<file path="src/rtl/if_fetch_ctrl_pkg.sv">
// rtl/if_fetch_ctrl_pkg.sv - shared widths, reset PC and FSM encoding for the IF fetch sequencer
package if_fetch_ctrl_pkg;

    localparam int          IF_XLEN     = 64;
    localparam int          IF_INST_W   = 32;
    localparam logic [63:0] IF_PC_START = 64'h8000_0000;

    typedef enum logic [1:0] {
        IF_ST_IDLE = 2'd0,
        IF_ST_REQ  = 2'd1,
        IF_ST_WAIT = 2'd2,
        IF_ST_HALT = 2'd3
    } if_state_e;

    function automatic logic pc_is_misal(input logic [1:0] pc_lsb);
        return pc_lsb != 2'b00;
    endfunction

endpackage

</file>
<file path="src/rtl/if_out_buf.sv">
// rtl/if_out_buf.sv - one-entry IF->ID buffer with valid/allowin handshake and flush
module if_out_buf
    import if_fetch_ctrl_pkg::*;
#(
    parameter int XLEN = IF_XLEN
) (
    input  logic                 clk,
    input  logic                 rst_n,
    input  logic                 flush_i,
    input  logic                 wr_en_i,
    input  logic [XLEN-1:0]      wr_pc_i,
    input  logic [IF_INST_W-1:0] wr_inst_i,
    input  logic                 wr_misal_i,
    input  logic                 rd_ready_i,
    output logic                 valid_o,
    output logic [XLEN-1:0]      pc_o,
    output logic [IF_INST_W-1:0] inst_o,
    output logic                 misal_o
);

    logic                 valid_q;
    logic [XLEN-1:0]      pc_q;
    logic [IF_INST_W-1:0] inst_q;
    logic                 misal_q;

    // Flush beats both a refill and a drain; payload is only meaningful while valid.
    always_ff @(posedge clk or negedge rst_n) begin
        if (!rst_n) begin
            valid_q <= 1'b0;
            pc_q    <= '0;
            inst_q  <= '0;
            misal_q <= 1'b0;
        end else if (flush_i) begin
            valid_q <= 1'b0;
        end else if (wr_en_i) begin
            valid_q <= 1'b1;
            pc_q    <= wr_pc_i;
            inst_q  <= wr_inst_i;
            misal_q <= wr_misal_i;
        end else if (valid_q && rd_ready_i) begin
            valid_q <= 1'b0;
        end
    end

    assign valid_o = valid_q;
    assign pc_o    = pc_q;
    assign inst_o  = inst_q;
    assign misal_o = misal_q;

endmodule

</file>
<file path="src/rtl/if_fetch_ctrl.sv">
// rtl/if_fetch_ctrl.sv - IF fetch sequencer: next-PC select, single-outstanding imem port, stale-response drop
// Optional misaligned-PC fault entry and HALT state enabled by IF_MISAL_EXCP_EN.
module if_fetch_ctrl
    import if_fetch_ctrl_pkg::*;
#(
    parameter int              XLEN     = IF_XLEN,
    parameter logic [XLEN-1:0] PC_START = IF_PC_START
) (
    input  logic                 clk,
    input  logic                 rst_n,
    input  logic                 id_allowin,
    input  logic                 bj_ena,
    input  logic [XLEN-1:0]      new_pc,
    input  logic                 excp_jmp_ena,
    input  logic [XLEN-1:0]      excp_pc,
    output logic                 imem_req,
    output logic [XLEN-1:0]      imem_addr,
    input  logic                 imem_gnt,
    input  logic                 imem_rvalid,
    input  logic [IF_INST_W-1:0] imem_rdata,
    output logic                 if_id_valid,
    output logic [XLEN-1:0]      if_pc,
    output logic [IF_INST_W-1:0] if_inst,
    output logic                 if_excp_misal
);

    if_state_e       state_q, state_d;
    logic [XLEN-1:0] pc_q, pc_d;
    logic            drop_q, drop_d;

    logic            redirect;
    logic [XLEN-1:0] redir_pc;
    logic            buf_free;
    logic            grant;
    logic            misal_pc;
    logic            buf_wr;
    logic            buf_misal;

    assign redirect  = excp_jmp_ena | bj_ena;
    assign redir_pc  = excp_jmp_ena ? excp_pc : new_pc;
    assign buf_free  = !if_id_valid || id_allowin;
    assign grant     = imem_req && imem_gnt;
    assign imem_addr = pc_q;

`ifdef IF_MISAL_EXCP_EN
    assign misal_pc = pc_is_misal(pc_q[1:0]);
`else
    assign misal_pc = 1'b0;
`endif

    always_ff @(posedge clk or negedge rst_n) begin
        if (!rst_n) begin
            state_q <= IF_ST_IDLE;
            pc_q    <= PC_START;
            drop_q  <= 1'b0;
        end else begin
            state_q <= state_d;
            pc_q    <= pc_d;
            drop_q  <= drop_d;
        end
    end

    always_comb begin
        state_d   = state_q;
        pc_d      = pc_q;
        drop_d    = drop_q;
        imem_req  = 1'b0;
        buf_wr    = 1'b0;
        buf_misal = 1'b0;
        case (state_q)
            IF_ST_IDLE: state_d = IF_ST_REQ;
            IF_ST_REQ: begin
                imem_req = buf_free && !misal_pc;
                if (grant) begin
                    state_d = IF_ST_WAIT;
                    drop_d  = redirect;
                end else if (misal_pc && buf_free && !redirect) begin
                    buf_wr    = 1'b1;
                    buf_misal = 1'b1;
                    state_d   = IF_ST_HALT;
                end
            end
            IF_ST_WAIT: begin
                // A redirect coinciding with rvalid kills that response directly, so drop is never armed.
                if (imem_rvalid) begin
                    state_d = IF_ST_REQ;
                    drop_d  = 1'b0;
                    if (!drop_q && !redirect) begin
                        buf_wr = 1'b1;
                        pc_d   = pc_q + XLEN'(4);
                    end
                end else if (redirect) begin
                    drop_d = 1'b1;
                end
            end
            IF_ST_HALT: begin
                if (redirect) state_d = IF_ST_REQ;
            end
            default: state_d = IF_ST_IDLE;
        endcase
        if (redirect) pc_d = redir_pc;
    end

    if_out_buf #(.XLEN(XLEN)) u_out_buf (
        .clk        (clk),
        .rst_n      (rst_n),
        .flush_i    (redirect),
        .wr_en_i    (buf_wr),
        .wr_pc_i    (pc_q),
        .wr_inst_i  (buf_misal ? '0 : imem_rdata),
        .wr_misal_i (buf_misal),
        .rd_ready_i (id_allowin),
        .valid_o    (if_id_valid),
        .pc_o       (if_pc),
        .inst_o     (if_inst),
        .misal_o    (if_excp_misal)
    );

endmodule
</file>
<file path="config.mk">
export PLATFORM = sky130hd
export DESIGN_NAME = if_fetch_ctrl
export DESIGN_NICKNAME = d
export VERILOG_FILES = /design/src/rtl/if_fetch_ctrl_pkg.sv /design/src/rtl/if_out_buf.sv /design/src/rtl/if_fetch_ctrl.sv
export SDC_FILE = /design/constraint.sdc
export NUM_CORES = 1
export LEC_CHECK = 0
export BUFFER_PORTS_ARGS = -buffer_cell sky130_fd_sc_hd__buf_4
export CAP_MARGIN = 10
export CORE_ASPECT_RATIO = 0.9
export CORE_MARGIN = 3
export CORE_UTILIZATION = 45
export CTS_CLUSTER_DIAMETER = 50
export DETAILED_ROUTE_END_ITERATION = 7
export GPL_TIMING_DRIVEN = 0
export PLACE_DENSITY = 0.87
export SLEW_MARGIN = 25
export SYNTH_ARGS = -nofsm -noshare
export SYNTH_HDL_FRONTEND = slang
export SYNTH_HIERARCHICAL = 1
export SYNTH_SLANG_ARGS = --single-unit
export TNS_END_PERCENT = 1
</file>
<file path="constraint.sdc">
create_clock -name clk -period 2.8 [get_ports clk]
set_input_delay 0.56 -clock clk [delete_from_list [all_inputs] [get_ports clk]]
set_output_delay 0.56 -clock clk [all_outputs]
set_load 0.005 [all_outputs]
</file>
==> flow_summary.html <==
<table>
<tr><th>Metric</th><th>Value</th></tr>
<tr><th colspan="2">GRT</th></tr>
<tr><td>Global Route Usage Sum</td><td>0.296</td></tr>
<tr><td>Number of antenna violations at the first check in global routing</td><td>0</td></tr>
<tr><td>Pin count of the biggest net entering global routing</td><td>85</td></tr>
<tr><td>Sum of overflow across all layers after global routing</td><td>0</td></tr>
<tr><td>Vias in the first global route</td><td>7944</td></tr>
<tr><td>Global-route wire length before repair</td><td>45600 µm</td></tr>
<tr><th colspan="2">Logic synthesis</th></tr>
<tr><td>Share of flip-flops with an asynchronous set or reset after synthesis</td><td>1.00</td></tr>
<tr><td>Post-Syn Area</td><td>8340 µm²</td></tr>
<tr><td>Cell count after synthesis</td><td>763</td></tr>
<tr><td>Number of enable flip-flop cells after synthesis</td><td>0</td></tr>
<tr><td>Library cells used by synthesis</td><td>50</td></tr>
<tr><td>Part of the Yosys area used for sequential elements</td><td>0.495</td></tr>
<tr><td>Post-Synthesis Net Count</td><td>931</td></tr>
<tr><td>Avg Cell Area, Syn</td><td>10.9 µm²</td></tr>
<tr><td>#FFs+latches synth</td><td>165</td></tr>
<tr><td>Yosys Warn Count</td><td>6</td></tr>
<tr><td>Most used flip-flop cell after synthesis</td><td>sky130_fd_sc_hd__dfrtp_1</td></tr>
<tr><th colspan="2">Route</th></tr>
<tr><td>Total iterations of the first detailed-routing run</td><td>5</td></tr>
<tr><td>Drt total wl</td><td>30300 µm</td></tr>
<tr><td>Number of design-rule violations left by the first detailed-router iteration</td><td>594</td></tr>
<tr><td>Via Count</td><td>between 7k and 8k</td></tr>
<tr><td>Vias per cell</td><td>5.67</td></tr>
<tr><td>Number of antenna-violating nets in the routed design</td><td>0</td></tr>
<tr><td>DRC violation count after routing</td><td>0</td></tr>
<tr><td>Routed wire per std cell</td><td>between 20 and 25 µm</td></tr>
<tr><th colspan="2">Timing</th></tr>
<tr><td>Final setup skew</td><td>0.00930 ns</td></tr>
<tr><td>Fin crit period</td><td>2.78 ns</td></tr>
<tr><td>Final-report hold violation count</td><td>0</td></tr>
<tr><td>Setup repair after global routing missed its margin</td><td>yes</td></tr>
<tr><td>Sum Neg Setup Slack</td><td>0 ns</td></tr>
<tr><td>Transition time at the pin with the least slew margin</td><td>0.994 ns</td></tr>
<tr><td>Max-slew violation total from the final report</td><td>0</td></tr>
<tr><td>Number of endpoints failing setup at the final stage</td><td>0</td></tr>
<tr><td>Post-route clock period utilization</td><td>0.995</td></tr>
<tr><td>Relative slew margins</td><td>0.337</td></tr>
<tr><td>Maximum clock rate</td><td>359 MHz</td></tr>
<tr><th colspan="2">Clock network</th></tr>
<tr><td>Clock tree from TritonCTS</td><td>built</td></tr>
<tr><td># clock sinks</td><td>165</td></tr>
<tr><td># H-tree levels</td><td>4</td></tr>
<tr><td>Clock-pin slew on the worst setup and hold paths</td><td>around 0.07 ns</td></tr>
<tr><td>Post-cts hold buffer count</td><td>0</td></tr>
<tr><td>Post-CTS setup repair buffer count</td><td>0</td></tr>
<tr><td>Clock Root Buffer</td><td>sky130_fd_sc_hd__clkbuf_16</td></tr>
<tr><td>CTS Buf Count</td><td>17</td></tr>
<tr><td>Buffer levels on the longest clock path</td><td>2</td></tr>
<tr><td>Insertion delay of the later-clocked pin in the worst-skew pair</td><td>0.43 ns</td></tr>
<tr><th colspan="2">Pwr</th></tr>
<tr><td>Leakage power</td><td>about 5.7 nW</td></tr>
<tr><td>Reg power frac</td><td>0.435</td></tr>
<tr><td>Post-layout total power</td><td>7.01 mW</td></tr>
<tr><td>PD cells</td><td>592 nW/µm²</td></tr>
<tr><td>Net switching fraction of the power</td><td>0.281</td></tr>
<tr><td>Switching power summed over all nets</td><td>~2 mW</td></tr>
<tr><td>Clock Power Share</td><td>0.356</td></tr>
<tr><td>Cell-internal power</td><td>5.04 mW</td></tr>
<tr><td>VDD IR max</td><td>0.491 mV</td></tr>
<tr><td>Fraction of power consumed by combinational cells</td><td>0.208</td></tr>
<tr><th colspan="2">Floorplan</th></tr>
<tr><td>Die Y-Extent</td><td>around 140 µm</td></tr>
<tr><td>Std-Cell Rows</td><td>46</td></tr>
<tr><td>Horizontal die dimension</td><td>150 µm</td></tr>
<tr><td>Starting density of the core</td><td>0.466</td></tr>
<tr><td>Io pins</td><td>330</td></tr>
<tr><td>Total die area</td><td>roughly 20000 µm²</td></tr>
<tr><td>Area of the core</td><td>~18000 µm²</td></tr>
<tr><th colspan="2">Worst setup path</th></tr>
<tr><td>Worst setup path startpoint</td><td>imem_addr[11]</td></tr>
<tr><td>WP data required</td><td>3.07 ns</td></tr>
<tr><td>Worst r2r src</td><td>imem_addr[11]</td></tr>
<tr><td>Cell depth of the worst flop-to-flop path</td><td>7</td></tr>
<tr><td>Reg-to-reg slack, setup</td><td>0.02 ns</td></tr>
<tr><td>Endpoint of the most critical register-to-register path</td><td>imem_addr[63]</td></tr>
<tr><td>CP Data Arrival Time</td><td>about 3 ns</td></tr>
<tr><td>Maximum fanout along the worst path</td><td>6</td></tr>
<tr><td>Kind of launch point of the worst setup path</td><td>flop</td></tr>
<tr><td>Endpoint kind of the worst setup timing path</td><td>flop</td></tr>
<tr><td>Start-to-end type of the worst setup path</td><td>flop to flop</td></tr>
<tr><td>Crit path capture</td><td>imem_addr[63]</td></tr>
<tr><th colspan="2">Finish</th></tr>
<tr><td>Layout net count</td><td>1278</td></tr>
<tr><td>Final cell count without fillers</td><td>around 1.4k</td></tr>
<tr><td>Most common cell after layout, fill and taps aside</td><td>sky130_fd_sc_hd__buf_4</td></tr>
<tr><td>Area overhead of the layout relative to synthesis</td><td>42.0%</td></tr>
<tr><td>Layout cell share with drive strength beyond 1</td><td>0.451</td></tr>
<tr><td>Diode insertion count for antenna repair</td><td>0</td></tr>
<tr><td>Top library cells by usage in the layout, fill and taps aside</td><td>sky130_fd_sc_hd__buf_4, sky130_fd_sc_hd__dfrtp_1, sky130_fd_sc_hd__nand2_1</td></tr>
<tr><th colspan="2">Placement</th></tr>
<tr><td>Final estimated routing congestion in global placement</td><td>roughly 0.94</td></tr>
<tr><td>Number of port buffers</td><td>between 300 and 400</td></tr>
<tr><td>Cell count after placement</td><td>1332</td></tr>
<tr><td>Half-perimeter wire length after detailed placement</td><td>about 23000 µm</td></tr>
<tr><th colspan="2">Hold path</th></tr>
<tr><td>Path class of the lowest-slack min-delay path</td><td>input pin to asynchronous set/reset pin</td></tr>
<tr><th colspan="2">Job</th></tr>
<tr><td>Max Cap Violations</td><td>0</td></tr>
<tr><th colspan="2">Run status</th></tr>
<tr><td>Outcome</td><td>completed</td></tr>
</table>
[synthesized netlist by cell type, drive strengths merged, types with 2 or more instances]
master	instances	area, µm²
inv	9	33.8
o21ai	33	165
nor3b	3	22.5
or3	3	18.8
a221oi	2	17.5
and4	5	43.8
xnor2	26	228
o221ai	5	43.8
nor3	20	100
clkbuf	27	103
nor4	10	68.8
mux2	103	1270
xor2	29	254
o31ai	2	15.0
nand4	30	209
or4	3	26.3
a21oi	45	225
nand4bb	2	22.5
nor2	30	113
dfrtp	164	4100
or2	4	25.0
nor2b	27	169
a211oi	23	173
nand2b	2	12.5
buf	15	113
nand3	25	125
and2	6	37.5
mux2i	16	160
and3	10	63.8
nand2	74	278
[what timing repair did]
| item | in CTS | in global routing |
|---|---|---|
| endpoints found under the hold margin | 0 | 0 |
| setup endpoints to repair | 115 | 104 |
| cloned | 0 | 0 |
| pin swaps | 3 | 2 |
| resized for setup | 11 | 15 |
[power by group through the flow]
stage	clock, mW	combinational, mW	sequential [mW]
2_1_floorplan	0	0.558	3.01
3_3_place_gp	0	1.39	3.05
3_5_place_dp	0	1.45	3.07
4_1_cts	2.53	1.46	3.04
5_1_grt	2.65	1.57	3.09
6_report	2.50	1.46	3.05
[worst min-delay path by stage]
stage / start / to
floorplan: rst_n / drop_q
global placement: u_out_buf/inst_o[15] / u_out_buf/inst_o[15]
detailed placement: u_out_buf/pc_o[39] / u_out_buf/pc_o[39]
CTS: rst_n / u_out_buf/pc_o[50]
global route: rst_n / u_out_buf/pc_o[44]
finish: rst_n / u_out_buf/pc_o[43]
[registers in the layout, indices dropped and copies added, names as in the netlist]
name               count
drop_q                 1
imem_addr             64
state_q                2
u_out_buf/inst_o      32
u_out_buf/misal_o      1
u_out_buf/pc_o        64
u_out_buf/valid_o      1
[logic make-up after synthesis]
kind of cell,synth area share
AOI/OAI and AO/OA,0.0816
buffers and inverters,0.0298
muxes,0.172
and+or+nand+nor,0.162
DFF,0.495
other,0.000449
xor gates and xnor gates,0.0577
adders and majority gates,0.00150
[worst max-delay path: stages, from the launching register on]
cell	delay, ns
sky130_fd_sc_hd__dfrtp_1	0.48
sky130_fd_sc_hd__and4_1	0.33
sky130_fd_sc_hd__nand4_1	0.34
sky130_fd_sc_hd__or4_1	0.63
sky130_fd_sc_hd__clkbuf_8	0.18
sky130_fd_sc_hd__or4_1	0.46
sky130_fd_sc_hd__mux2i_1	0.14
sky130_fd_sc_hd__a21oi_1	0.08
[layout make-up]
type | instances | area [µm²]
sequential | 165 | 4140
clock inverter | 14 | 188
inverter | 9 | 33.8
fill | 1394 | 6050
buffer | 41 | 224
multi-input combinational | 547 | 4020
timing repair buffer | 329 | 2500
clock buffer | 18 | 439
tap | 240 | 300
[per-layer routing]
| metal | global-route usage | vias up | routed length [µm] |
|---|---|---|---|
| li1 | - | 3429 | - |
| met1 | 0.375 | 3792 | 11500 |
| met2 | 0.490 | 436 | 14700 |
| met3 | 0.0793 | 70 | 3120 |
| met4 | 0.105 | 0 | 939 |
| met5 | 0.0125 | - | 0 |
[per-stage QoR]
stage | hold WS, ns | worst slack [ns] | util | area, µm²
after floorplan | 0.264 | 0.144 | - | 8340
after global placement | 0.490 | -0.834 | 0.621 | 11100
after detailed placement | 0.495 | -0.697 | 0.623 | 11200
after CTS | 0.151 | 0.0163 | 0.660 | 11800
after global routing | 0.157 | -0.0862 | 0.662 | 11800
final | 0.121 | 0.0153 | 0.662 | 11800
Note: power is estimated with default switching activity, not from simulation.
